$ cat src/rtl/pc_sequencer_if.sv
// Interface between the control unit / instruction memory and the PC sequencer.
// The master side drives the redirect decisions and the imem acknowledge.
// The slave side (the sequencer) drives the fetch port, the PC and the status flags.
interface pc_sequencer_if;
    logic        stall;
    logic        halt;
    logic        trap;
    logic        jmp;
    logic [31:0] jmp_target;
    logic        br_taken;
    logic [31:0] br_target;
    logic        imem_ack;
    logic        imem_req;
    logic [31:0] imem_addr;
    logic [31:0] pc;
    logic [31:0] pc_plus4;
    logic        instr_valid;
    logic        halted;
    logic        misalign;
    logic        fetch_err;
    logic [31:0] instret;

    modport master (
        output stall, halt, trap, jmp, jmp_target, br_taken, br_target, imem_ack,
        input  imem_req, imem_addr, pc, pc_plus4, instr_valid, halted, misalign,
               fetch_err, instret
    );

    modport slave (
        input  stall, halt, trap, jmp, jmp_target, br_taken, br_target, imem_ack,
        output imem_req, imem_addr, pc, pc_plus4, instr_valid, halted, misalign,
               fetch_err, instret
    );
endinterface

$ cat src/rtl/pc_sequencer.sv
// Fetch / next-PC controller. Owns the PC, runs the IDLE -> FETCH -> EXEC loop,
// arbitrates halt > trap > jmp > branch > sequential, redirects misaligned
// targets to the trap vector, flags fetch timeouts and counts retired instructions.
module pc_sequencer #(
    parameter logic [31:0] RESET_PC = 32'h0000_0000,
    parameter logic [31:0] TRAP_VEC = 32'h0000_0010,
    parameter int unsigned TIMEOUT  = 15
) (
    input  logic          clk,
    input  logic          rst,
    pc_sequencer_if.slave bus
);
    typedef enum logic [1:0] {IDLE, FETCH, EXEC, HALT} state_t;

    // Last counter value before the timeout fires; the counter starts at 0 in
    // the first FETCH cycle, so TIMEOUT unacknowledged cycles end the fetch.
    localparam logic [7:0] TMO_LAST = 8'(TIMEOUT - 1);

    state_t      state, state_nxt;
    logic [31:0] pc_q, pc_nxt;
    logic [31:0] instret_q, instret_nxt;
    logic [7:0]  tmo_q, tmo_nxt;
    logic        ferr_q, ferr_nxt;
    logic        mis_q, mis_nxt;
    logic [31:0] pc_plus4;

    function automatic logic is_aligned(input logic [31:0] addr);
        return addr[1:0] == 2'b00;
    endfunction

    assign pc_plus4 = pc_q + 32'd4;

    // Next-state, next-PC, timeout and retire-count decisions
    always_comb begin
        state_nxt   = state;
        pc_nxt      = pc_q;
        instret_nxt = instret_q;
        tmo_nxt     = tmo_q;
        ferr_nxt    = ferr_q;
        mis_nxt     = 1'b0;
        unique case (state)
            IDLE: begin
                state_nxt = FETCH;
            end
            FETCH: begin
                if (bus.imem_ack) begin
                    state_nxt = EXEC;
                    tmo_nxt   = 8'd0;
                end else if (tmo_q == TMO_LAST) begin
                    state_nxt = HALT;
                    ferr_nxt  = 1'b1;
                    tmo_nxt   = 8'd0;
                end else begin
                    tmo_nxt = tmo_q + 8'd1;
                end
            end
            EXEC: begin
                // A stalled instruction ignores every redirect request.
                if (!bus.stall) begin
                    instret_nxt = instret_q + 32'd1;
                    if (bus.halt) begin
                        state_nxt = HALT;
                    end else begin
                        state_nxt = FETCH;
                        if (bus.trap) begin
                            pc_nxt = TRAP_VEC;
                        end else if (bus.jmp) begin
                            pc_nxt  = is_aligned(bus.jmp_target) ? bus.jmp_target : TRAP_VEC;
                            mis_nxt = !is_aligned(bus.jmp_target);
                        end else if (bus.br_taken) begin
                            pc_nxt  = is_aligned(bus.br_target) ? bus.br_target : TRAP_VEC;
                            mis_nxt = !is_aligned(bus.br_target);
                        end else begin
                            pc_nxt = pc_plus4;
                        end
                    end
                end
            end
            HALT: begin
                state_nxt = HALT;
            end
            default: begin
                state_nxt = IDLE;
            end
        endcase
    end

    // State, PC, counters and sticky/pulse flags; reset is asynchronous
    always_ff @(posedge clk or negedge rst) begin
        if (!rst) begin
            state     <= IDLE;
            pc_q      <= RESET_PC;
            instret_q <= 32'd0;
            tmo_q     <= 8'd0;
            ferr_q    <= 1'b0;
            mis_q     <= 1'b0;
        end else begin
            state     <= state_nxt;
            pc_q      <= pc_nxt;
            instret_q <= instret_nxt;
            tmo_q     <= tmo_nxt;
            ferr_q    <= ferr_nxt;
            mis_q     <= mis_nxt;
        end
    end

    assign bus.imem_req    = (state == FETCH);
    assign bus.imem_addr   = pc_q;
    assign bus.pc          = pc_q;
    assign bus.pc_plus4    = pc_plus4;
    assign bus.instr_valid = (state == EXEC);
    assign bus.halted      = (state == HALT);
    assign bus.misalign    = mis_q;
    assign bus.fetch_err   = ferr_q;
    assign bus.instret     = instret_q;
endmodule

$ cat src/flat_wrapper.sv
// flat-port wrapper written by rule: the top's interface ports become plain ports
module pc_sequencer_flat 
#(
    parameter logic [31:0] RESET_PC = 32'h0000_0000,
    parameter logic [31:0] TRAP_VEC = 32'h0000_0010,
    parameter int unsigned TIMEOUT  = 15
)
  (clk, rst, bus_stall, bus_halt, bus_trap, bus_jmp, bus_jmp_target, bus_br_taken, bus_br_target, bus_imem_ack, bus_imem_req, bus_imem_addr, bus_pc, bus_pc_plus4, bus_instr_valid, bus_halted, bus_misalign, bus_fetch_err, bus_instret);
  pc_sequencer_if bus_i ();
  input  logic clk;
  input  logic rst;
  input wire logic [$bits(bus_i.stall)-1:0] bus_stall;
  input wire logic [$bits(bus_i.halt)-1:0] bus_halt;
  input wire logic [$bits(bus_i.trap)-1:0] bus_trap;
  input wire logic [$bits(bus_i.jmp)-1:0] bus_jmp;
  input wire logic [$bits(bus_i.jmp_target)-1:0] bus_jmp_target;
  input wire logic [$bits(bus_i.br_taken)-1:0] bus_br_taken;
  input wire logic [$bits(bus_i.br_target)-1:0] bus_br_target;
  input wire logic [$bits(bus_i.imem_ack)-1:0] bus_imem_ack;
  output wire logic [$bits(bus_i.imem_req)-1:0] bus_imem_req;
  output wire logic [$bits(bus_i.imem_addr)-1:0] bus_imem_addr;
  output wire logic [$bits(bus_i.pc)-1:0] bus_pc;
  output wire logic [$bits(bus_i.pc_plus4)-1:0] bus_pc_plus4;
  output wire logic [$bits(bus_i.instr_valid)-1:0] bus_instr_valid;
  output wire logic [$bits(bus_i.halted)-1:0] bus_halted;
  output wire logic [$bits(bus_i.misalign)-1:0] bus_misalign;
  output wire logic [$bits(bus_i.fetch_err)-1:0] bus_fetch_err;
  output wire logic [$bits(bus_i.instret)-1:0] bus_instret;
  assign bus_i.stall = bus_stall;
  assign bus_i.halt = bus_halt;
  assign bus_i.trap = bus_trap;
  assign bus_i.jmp = bus_jmp;
  assign bus_i.jmp_target = bus_jmp_target;
  assign bus_i.br_taken = bus_br_taken;
  assign bus_i.br_target = bus_br_target;
  assign bus_i.imem_ack = bus_imem_ack;
  assign bus_imem_req = bus_i.imem_req;
  assign bus_imem_addr = bus_i.imem_addr;
  assign bus_pc = bus_i.pc;
  assign bus_pc_plus4 = bus_i.pc_plus4;
  assign bus_instr_valid = bus_i.instr_valid;
  assign bus_halted = bus_i.halted;
  assign bus_misalign = bus_i.misalign;
  assign bus_fetch_err = bus_i.fetch_err;
  assign bus_instret = bus_i.instret;
  pc_sequencer #(.RESET_PC(RESET_PC), .TRAP_VEC(TRAP_VEC), .TIMEOUT(TIMEOUT)) u_core (.clk(clk), .rst(rst), .bus(bus_i));
endmodule
$ cat config.mk
export PLATFORM = sky130hd
export DESIGN_NAME = pc_sequencer_flat
export DESIGN_NICKNAME = d
export VERILOG_FILES = /design/src/rtl/pc_sequencer_if.sv /design/src/rtl/pc_sequencer.sv /design/src/flat_wrapper.sv
export SDC_FILE = /design/constraint.sdc
export NUM_CORES = 1
export LEC_CHECK = 0
export BUFFER_PORTS_ARGS = -buffer_cell sky130_fd_sc_hd__buf_2
export CAP_MARGIN = 20
export CORE_UTILIZATION = 45
export DETAILED_ROUTE_END_ITERATION = 10
export PLACE_DENSITY = 0.78
export SYNTH_ARGS = -nofsm -noshare
export SYNTH_HDL_FRONTEND = slang
export SYNTH_SLANG_ARGS = --single-unit
$ cat constraint.sdc
create_clock -name clk -period 2.87 [get_ports clk]
set_input_delay 0.574 -clock clk [delete_from_list [all_inputs] [get_ports clk]]
set_output_delay 0.574 -clock clk [all_outputs]
set_load 0.02 [all_outputs]
==> impl_metrics.yaml <==
status:
  status: "finished with violations"
  violations: "setup timing"
power:
  power.density_nw_per_um2: 559
  combPwrFrac_pct: 34.7
  switching_power_w: 0.00143
  p_leak_nw: 3.20
  clkPwrFrac_pct: 26.6
  p_int_w: 0.00219
  sw_frac_of_total_pct: 39.4
  irDropWorstVdd_v: 0.000366
  p_seq_share_pct: 38.7
cells_and_area:
  synthToLayoutAreaGrowth_pct: 32.1
  diodes: 0
  nNetsFinal: 818
  layout_commonest_cell: "buf_2"
  fillers: 944
  drive_above_1_share_pct: 39.6
  mostFrequentLayoutCells: "buf_2 (197), dfrtp_1 (73), nand2_1 (48)"
grt:
  grt_max_degree: 77
  grt_usage_pct: 27.5
  grt-ovfl-total: 0
  grt_pass1_wl_um: 24500
  grt_pass1_vias: 4895
  antenna_found_initial: 0
floorplanning:
  fp-row-count: 37
  ios: 205
  die_h_um: 106
  die_x_um: 106
  initial_core_util_pct: 47.0
  core_sq_um: 10400
  fp.dieArea_sq_um: 11300
detailed_routing:
  drc: 0
  ant_nets: 0
  viasPerCell: 5.80
  wirelength_um: 15600
  drtIter0Drc: 374
  wl_per_cell_um: 17.7
  num_vias: 5117
  first_pass_iters: 5
clock_network:
  clock_path_buffers: 2
  ctsHoldBuffers: 0
  cts.clk_slew.worst_paths_ns: 0.09
  clk_latency_ns: 0.35
  clkSinkCount: 76
  cts_made_buffers: 9
  cts_tree: "built"
  root_buffer: "clkbuf_8"
  htree_num_levels: 3
worst_setup_path:
  path_cells: "nand4_2 -> or4_4 -> or4_4 -> xnor2_2 -> buf_4"
  arrival_ns: 2.36
  critical_path.max_fanout: 6
  critPathRequiredTime_ns: 2.30
  cpMostUsedCell: "or4_4"
  crit_slowest_cell: "or4_4"
  critPathLaunchType: "flop"
  slowest_delay_ns: 0.62
  setup.worst_path.class: "flop to output pin"
  critPathLaunch: "u_core.bus.imem_addr[12]$_DFFE_PN0P_"
  reg2reg_from: "u_core.bus.imem_addr[12]$_DFFE_PN0P_"
  end_kind: "output pin"
synthesis:
  synthesis.area_sq_um: 4900
  post_synth.cell_area_avg_sq_um: 8.92
  synth_seq_cells: 76
  synth_edf_count: 0
  yosysTopAreaCell: "dfrtp_1"
  ys_warn_count: 0
  synthTopCellsByArea: "dfrtp_1 (39%), xnor2_1 (7.5%), buf_4 (5.4%), nand2_1 (3.7%), nand3_1 (3.2%)"
  synth_top_area_share_pct: 38.8
  synthFlopType: "dfrtp_1"
  ys_types: 60
  async_flop_share_pct: 100
  syn_inst: 549
  seq_area_frac_synth_pct: 38.8
  synthesis.nets: 625
placed_design:
  port_buffers: 204
  hpwl_um: 11400
  gp_congestion: 0.868
  dp_slack_ns: 0.197
timing:
  rsz0062_at_grt: "yes"
  worst_pin_slew_ns: 0.981
  drv_slew: 0
  finalSetupViolCount: 4
  fmax_mhz: 340
  slew_headroom_pct: 34.6
  fin_skew_ns: 0.0134
  timing.final.crit_period_ns: 2.94
  layout_setup_ws_ns: -0.0681
  hold-worst-slack_ns: 0.362
  finalCritPeriodShare_pct: 102
  finalHoldViolations: 0
flow_run:
  max_cap_viol_count: 0
min_path:
  hold_path.class: "input pin to async pin"
-- path summary, 6_finish.rpt --
check | endpoint | cells past startpoint | slack (ns)
max in group asynchronous | u_core.bus.imem_addr[9]$_DFFE_PN0P_ | 1 | 1.79
min reg2reg | u_core.bus.instret[31]$_DFFE_PN0P_ | 1 | 0.48
min in group clk | u_core.state[0]$_DFFE_PN0P_ | 2 | 0.45
max | bus_pc_plus4[30] | 5 | -0.07
min | u_core.bus.imem_addr[1]$_DFFE_PN0P_ | 1 | 0.36
max reg2reg | u_core.bus.imem_addr[30]$_DFFE_PN0P_ | 6 | 0.55
-- state kept, by name, indices dropped and copies added (netlist names) --
signal and flops:
u_core.state 2, u_core.bus.fetch_err 1, u_core.tmo_q 8, u_core.bus.imem_addr 32, u_core.bus.instret 32, u_core.bus.misalign 1
-- through the flow --
| stage | TNS (ns) | total power, W | std cells | cell area (sq um) | utilization, % |
|---|---|---|---|---|---|
| after global placement | 0 | 0.00258 | 856 | 5960 | 57.3 |
| after global routing | -0.507 | 0.00378 | 883 | 6470 | 62.1 |
| after floorplan | 0 | 0.00220 | 549 | 4900 | - |
| final | -0.139 | 0.00362 | 883 | 6470 | 62.1 |
| after CTS | -0.145 | 0.00360 | 881 | 6380 | 61.2 |
| after detailed placement | 0 | 0.00260 | 856 | 5960 | 57.3 |
-- critical path: cells and delay by family, from the launching register on --
kind,cells,cell delay (ns)
XOR/XNOR,1,0.15
buffers and inverters,1,0.16
AND/OR/NAND/NOR,3,1.30
flip-flops,1,0.38
-- cell usage after synthesis (2+ instances only) --
cell,n
a211oi_1,2
a21boi_0,2
a21o_1,5
a21oi_1,26
a221o_1,4
a221oi_1,8
a22o_1,2
a22oi_1,7
a31oi_1,2
and2_1,3
and3_1,11
and4_1,5
buf_4,35
clkbuf_1,22
clkbuf_2,2
dfrtp_1,76
ha_1,4
inv_1,13
mux2_2,4
mux2i_1,6
nand2_1,48
nand2b_1,11
nand3_1,31
nand4_1,21
nand4b_1,2
nor2_1,27
nor2b_1,7
nor3_1,10
nor3b_1,2
nor4_1,12
o211ai_1,2
o21a_1,3
o21ai_0,25
o22a_1,3
o22ai_1,8
o31a_1,5
o31ai_1,9
o41ai_1,3
or2_2,8
or4_1,2
or4_4,2
xnor2_1,42
xor2_1,10
-- kinds of logic after synthesis --
group           synth area share, %
mux                            2.15
fa+ha+maj                      1.02
compound gates                 17.5
flops                          38.8
buf+inv                        8.33
xor+xnor                       9.30
simple gates                   22.8
-- power by group through the flow --
stage	Clock (W)	Sequential [W]	Combinational, W
final	0.000961	0.00140	0.00126
after CTS	0.000983	0.00138	0.00123
after global placement	0	0.00139	0.00119
after detailed placement	0	0.00140	0.00120
after global routing	0.00103	0.00142	0.00133
after floorplan	0	0.00149	0.000707
-- cell type report --
cell class                      count  area, sq um  area share (%)
Tap cell                          136          170            2.63
Multi-Input combinational cell    400         2740            42.4
Sequential cell                    76         1910            29.5
Clock inverter                      7          105            1.62
Inverter                           13         48.8           0.754
Timing Repair Buffer              242         1380            21.3
Clock buffer                        9          124            1.91
-- per-layer routing --
metal | vias up | share of wire [%] | global-route usage [%] | routed length [um]
met4 | 0 | 1.9 | 8.83 | 296
li1 | 2365 | - | - | -
met5 | - | 0 | 0 | 0
met2 | 224 | 49 | 46.0 | 7680
met1 | 2498 | 43 | 36.5 | 6670
met3 | 30 | 6.3 | 4.35 | 977
-- timing repair --
action | 4_1_cts | 5_1_grt
buffers inserted | 9 | 2
hold endpoints to repair | 0 | 0
gates resized for setup | 23 | 17
gates cloned | 0 | 0
setup endpoints to repair | 12 | 15
pin swaps | 10 | 8
Power figures use the tool's default switching activity.
